File: src/rtl/uart_tx.sv
`default_nettype none
// ============================================================================
// Module   : uart_tx
// Brief    : Oversampled UART transmitter with a one-deep holding register.
//            Optional even parity bit enabled by defining UART_TX_PARITY_EN.
// Revision : 1.0 - initial release
// ============================================================================
module uart_tx #(
  parameter int OVERSAMPLE  = 13,
  parameter int N_DATA_BITS = 8
) (
  input  logic                   i_clk,
  input  logic                   i_reset,
  input  logic                   i_en,
  input  logic [N_DATA_BITS-1:0] i_data,
  input  logic                   i_data_valid,
  output logic                   o_ready,
  output logic                   o_tx,
  output logic                   o_busy
);

  localparam int TICK_W = $clog2(OVERSAMPLE) + 1;
  localparam int IDX_W  = $clog2(N_DATA_BITS) + 1;
  localparam logic [TICK_W-1:0] TICK_LAST = TICK_W'(OVERSAMPLE - 1);
  localparam logic [IDX_W-1:0]  IDX_LAST  = IDX_W'(N_DATA_BITS - 1);

  typedef enum logic [2:0] {
    IDLE   = 3'd0,
    START  = 3'd1,
    DATA   = 3'd2,
`ifdef UART_TX_PARITY_EN
    PARITY = 3'd3,
`endif
    STOP   = 3'd4
  } state_t;

  state_t                   state, state_n;
  logic [TICK_W-1:0]        tick, tick_n;
  logic [IDX_W-1:0]         idx, idx_n;
  logic [N_DATA_BITS-1:0]   shifter, shifter_n;
  logic [N_DATA_BITS-1:0]   holding, holding_n;
  logic                     hold_full, hold_full_n;
  logic                     tx_n;
  logic                     bit_end;
  logic                     load;
`ifdef UART_TX_PARITY_EN
  logic                     par, par_n;
`endif

  assign bit_end = (tick == TICK_LAST);
  assign o_ready = ~hold_full;
  assign o_busy  = (state != IDLE) | hold_full;

  always_ff @(posedge i_clk) begin
    if (i_reset) begin
      state     <= IDLE;
      tick      <= '0;
      idx       <= '0;
      shifter   <= '0;
      holding   <= '0;
      hold_full <= 1'b0;
      o_tx      <= 1'b1;
`ifdef UART_TX_PARITY_EN
      par       <= 1'b0;
`endif
    end else begin
      state     <= state_n;
      tick      <= tick_n;
      idx       <= idx_n;
      shifter   <= shifter_n;
      holding   <= holding_n;
      hold_full <= hold_full_n;
      o_tx      <= tx_n;
`ifdef UART_TX_PARITY_EN
      par       <= par_n;
`endif
    end
  end

  always_comb begin
    state_n     = state;
    tick_n      = tick;
    idx_n       = idx;
    shifter_n   = shifter;
    holding_n   = holding;
    hold_full_n = hold_full;
    tx_n        = o_tx;
    load        = 1'b0;
`ifdef UART_TX_PARITY_EN
    par_n       = par;
`endif

    // Handshake is independent of i_en; it can never coincide with a load
    // because a load requires the holding register to already be full.
    if (i_data_valid && !hold_full) begin
      holding_n   = i_data;
      hold_full_n = 1'b1;
    end

    if (i_en) begin
      case (state)
        IDLE:  load = hold_full;
        START: if (bit_end) begin
          state_n = DATA;
          idx_n   = '0;
          tx_n    = shifter[0];
        end
        DATA: if (bit_end) begin
          if (idx == IDX_LAST) begin
`ifdef UART_TX_PARITY_EN
            state_n = PARITY;
            tx_n    = par;
`else
            state_n = STOP;
            tx_n    = 1'b1;
`endif
          end else begin
            idx_n     = idx + IDX_W'(1);
            shifter_n = shifter >> 1;
            tx_n      = shifter_n[0];
          end
        end
`ifdef UART_TX_PARITY_EN
        PARITY: if (bit_end) begin
          state_n = STOP;
          tx_n    = 1'b1;
        end
`endif
        STOP: if (bit_end) begin
          if (hold_full) begin
            load = 1'b1;
          end else begin
            state_n = IDLE;
            tx_n    = 1'b1;
          end
        end
        default: state_n = IDLE;
      endcase

      if (state != IDLE) begin
        tick_n = bit_end ? '0 : tick + TICK_W'(1);
      end
    end

    // Back-to-back frames reuse this path straight out of STOP.
    if (load) begin
      state_n     = START;
      tick_n      = '0;
      shifter_n   = holding;
      hold_full_n = 1'b0;
      tx_n        = 1'b0;
`ifdef UART_TX_PARITY_EN
      par_n       = ^holding;
`endif
    end
  end

endmodule
`default_nettype wire
File: config.mk
export PLATFORM = sky130hd
export DESIGN_NAME = uart_tx
export DESIGN_NICKNAME = d
export VERILOG_FILES = /design/src/rtl/uart_tx.sv
export SDC_FILE = /design/constraint.sdc
export NUM_CORES = 1
export LEC_CHECK = 0
export ABC_AREA = 1
export BUFFER_PORTS_ARGS = -buffer_cell sky130_fd_sc_hd__buf_2
export CAP_MARGIN = 30
export CORE_MARGIN = 2
export CORE_UTILIZATION = 57
export DETAILED_ROUTE_END_ITERATION = 10
export HOLD_SLACK_MARGIN = 0.06
export PLACE_DENSITY = 0.77
export RECOVER_POWER = 25
export SYNTH_ARGS = -nofsm -noshare
export SYNTH_HDL_FRONTEND = slang
export SYNTH_SLANG_ARGS = --single-unit
File: constraint.sdc
create_clock -name i_clk -period 2 [get_ports i_clk]
set_input_delay 0.3 -clock i_clk [delete_from_list [all_inputs] [get_ports i_clk]]
set_output_delay 0.3 -clock i_clk [all_outputs]
set_load 0.1 [all_outputs]
==> results.ini <==
[clock_network]
cts_max_level=2
hold_buffers=0
postCtsSetupRepairBufs=0
cts_max_path_buffers=2
cts_made_buffers=5
cts-resized-gates=0
path_clk_slew_ns=0.09
cts_tree=done
insertion_delay_ns=0.34
numClockSinks=30
cts_root_buf=clkbuf_4

[global_route]
met2_usage=0.403
grt_pass1_wl_mm=4.82
grtUsageTotal=0.228
overflow=0
antenna_found_initial=0
busiest_layer=met2
met1_usage=0.243
use_met3=0.0806
grt_pass1_vias=1171
grt_max_degree=20

[floorplanning]
initial_utilization=0.596
core_mm2=0.00248
num_io_pins=15
num_rows=18
die_y_um=54.9
die_area_mm2=0.00302
fp.dieW_um=54.9

[yosys]
synth.area.top_cells=dfxtp_1 (41%), nand2_1 (10%), nor2_1 (8.1%), inv_1 (6.9%), o21ai_0 (6.4%)
yosys.area.top_type_share=0.406
ys_seq_elements=30
syn_nets=226
ys_warn_count=0
synth_seq_area_share=0.406
syn_inst=211
syn_area_mm2=0.00148
synth_area_per_cell_um2=7.00
synth_top_cell_by_area=dfxtp_1
yosysUniqueCellTypes=22

[critical_path]
max_stage_delay_ns=0.48
reg2reg_slack_ns=0.24
critPathBufInv=3
cp_cell_sequence=inv_2, nand2_1, inv_1, nand2_2, buf_2
cp-end-kind=output port
cpMaxStageDelayCell=dfxtp_1
worstPathArrival_ns=1.54
required_ns=1.70
cpLargestDelayFamily=buffers and inverters
cp-start-kind=flop
critPathKind=reg -> out
crit_fanout=6

[sta]
fin_crit_sh=0.918
finalMaxSlewViolations=0
min_period_ns=1.84
fin_skew_ns=0.0117
finalSetupViolations=0
rsz0062_at_grt=false
slew_headroom=0.676
worst_pin_slew_ns=0.489
finalHoldViolations=0
max_freq_mhz=545
tns_ns=0

[job]
cap_violations=0

[drt]
first_iter_violations=29
drt_wl_total_mm=2.90
routedWlPerCell_um=11.1
avgViaCountPerCell=5.09
route.detailed.drc=0
first_pass_iters=4
postRouteAntennaNets=0
routed-via-count=1323

[power]
p_per_area_mw_per_mm2=790
worst_ir_drop_vdd_mv=0.594
power_leakage_nw=0.747
finalPower_mw=1.30

[place]
port_buffers=14
hpwl_mm=2.18
place.gp.congestion=0.979

[finish]
final_nets=244
drive_gt1_frac=0.196
nFillCells=237
antenna_cells=0
area_delta_synth_final_pct=11.5
ff_latch_area_um2=601
multi_input_area_um2=746

[run_status]
status=complete, no violations

[worst_hold_path]
hold_path_class=in -> reg

-- routing by layer --
layer  up-vias  routed length [um]
met5         -                   0
met4         0                  56
met3         6                 131
met2        28                1390
met1       589                1320
li1        700                   -
-- layout by cell type, fill, tap and decap left out --
master	instances
nand3_1	7
nor3_1	3
o21ai_1	1
nor2_1	32
inv_1	27
nand2_2	5
nor2_4	1
dfxtp_1	30
inv_2	2
o21ai_2	7
nor2_2	5
clkbuf_4	5
nand3b_1	1
nand2_4	2
a21oi_1	18
inv_4	1
nand2_1	40
ha_1	3
clkbuf_8	3
xor2_1	3
buf_2	14
nand4_1	1
o21ai_0	19
-- registers in the layout, summed over array words and instances (netlist names) --
| register | count |
|---|---|
| tick | 5 |
| state | 3 |
| shifter | 8 |
| hold_full | 1 |
| holding | 8 |
| o_tx | 1 |
| idx | 4 |
-- cell families (layout without fill, tap and decap cells) --
| logic type | count (synthesis) | count (layout) | share of synthesized area |
|---|---|---|---|
| adder cells (fa/ha/maj) | 3 | 3 | 0.0254 |
| AND/OR/NAND/NOR | 97 | 97 | 0.290 |
| buffers and inverters | 33 | 52 | 0.0906 |
| XOR/XNOR | 3 | 3 | 0.0178 |
| flip-flops | 30 | 30 | 0.406 |
| AO/OA/AOI/OAI | 45 | 45 | 0.170 |
-- per-stage QoR --
stage	utilization	setup WS (ns)	hold WS (ns)	std cells	cell area [um2]
2_1_floorplan	-	0.191	0.369	211	1480
3_3_place_gp	0.633	0.361	0.465	252	1570
3_5_place_dp	0.633	0.286	0.467	252	1570
4_1_cts	0.665	0.160	0.184	260	1650
5_1_grt	0.665	0.0712	0.207	260	1650
6_report	0.665	0.164	0.188	260	1650
-- Yosys cell counts --
| cell | number |
|---|---|
| ha_1 | 3 |
| o21ai_1 | 1 |
| inv_1 | 27 |
| xor2_1 | 3 |
| nor2_2 | 5 |
| nand3b_1 | 1 |
| dfxtp_1 | 30 |
| buf_6 | 1 |
| nand4_1 | 1 |
| nand3_1 | 7 |
| nand2_1 | 41 |
| o21ai_0 | 19 |
| a21oi_1 | 18 |
| nor2_4 | 1 |
| clkbuf_1 | 2 |
| inv_4 | 1 |
| nand2_2 | 4 |
| o21ai_2 | 7 |
| nor3_1 | 3 |
| nor2_1 | 32 |
| inv_2 | 2 |
| nand2_4 | 2 |
-- tightest hold or removal path: cells and delay by family --
family | cells | cell delay, ns
buf+inv | 1 | 0.08
simple gates | 2 | 0.11
-- power breakdown --
| part | internal [mW] | switching [mW] | leakage (nW) |
|---|---|---|---|
| sequential | 0.629 | 0.0169 | 0.245 |
| combinational | 0.0573 | 0.146 | 0.457 |
| clock | 0.240 | 0.212 | 0.0446 |
| total | 0.926 | 0.375 | 0.747 |
-- worst paths after layout --
kind / startpoint / endpoint / cells past startpoint
min: i_data[7] / holding[7] / 3
max: state[2] / o_busy / 5
max reg2reg: tick[0] / tick[2] / 11
min reg2reg: holding[5] / holding[5] / 2
-- cell type report --
type | count | share of cell area
flip-flops and latches | 30 | 0.364
inverters | 30 | 0.0699
well taps | 30 | 0.0228
repair buffers | 14 | 0.0425
multi-input cells | 148 | 0.453
clock buffers | 8 | 0.0478
No activity file was read; power rests on OpenSTA's default activity.
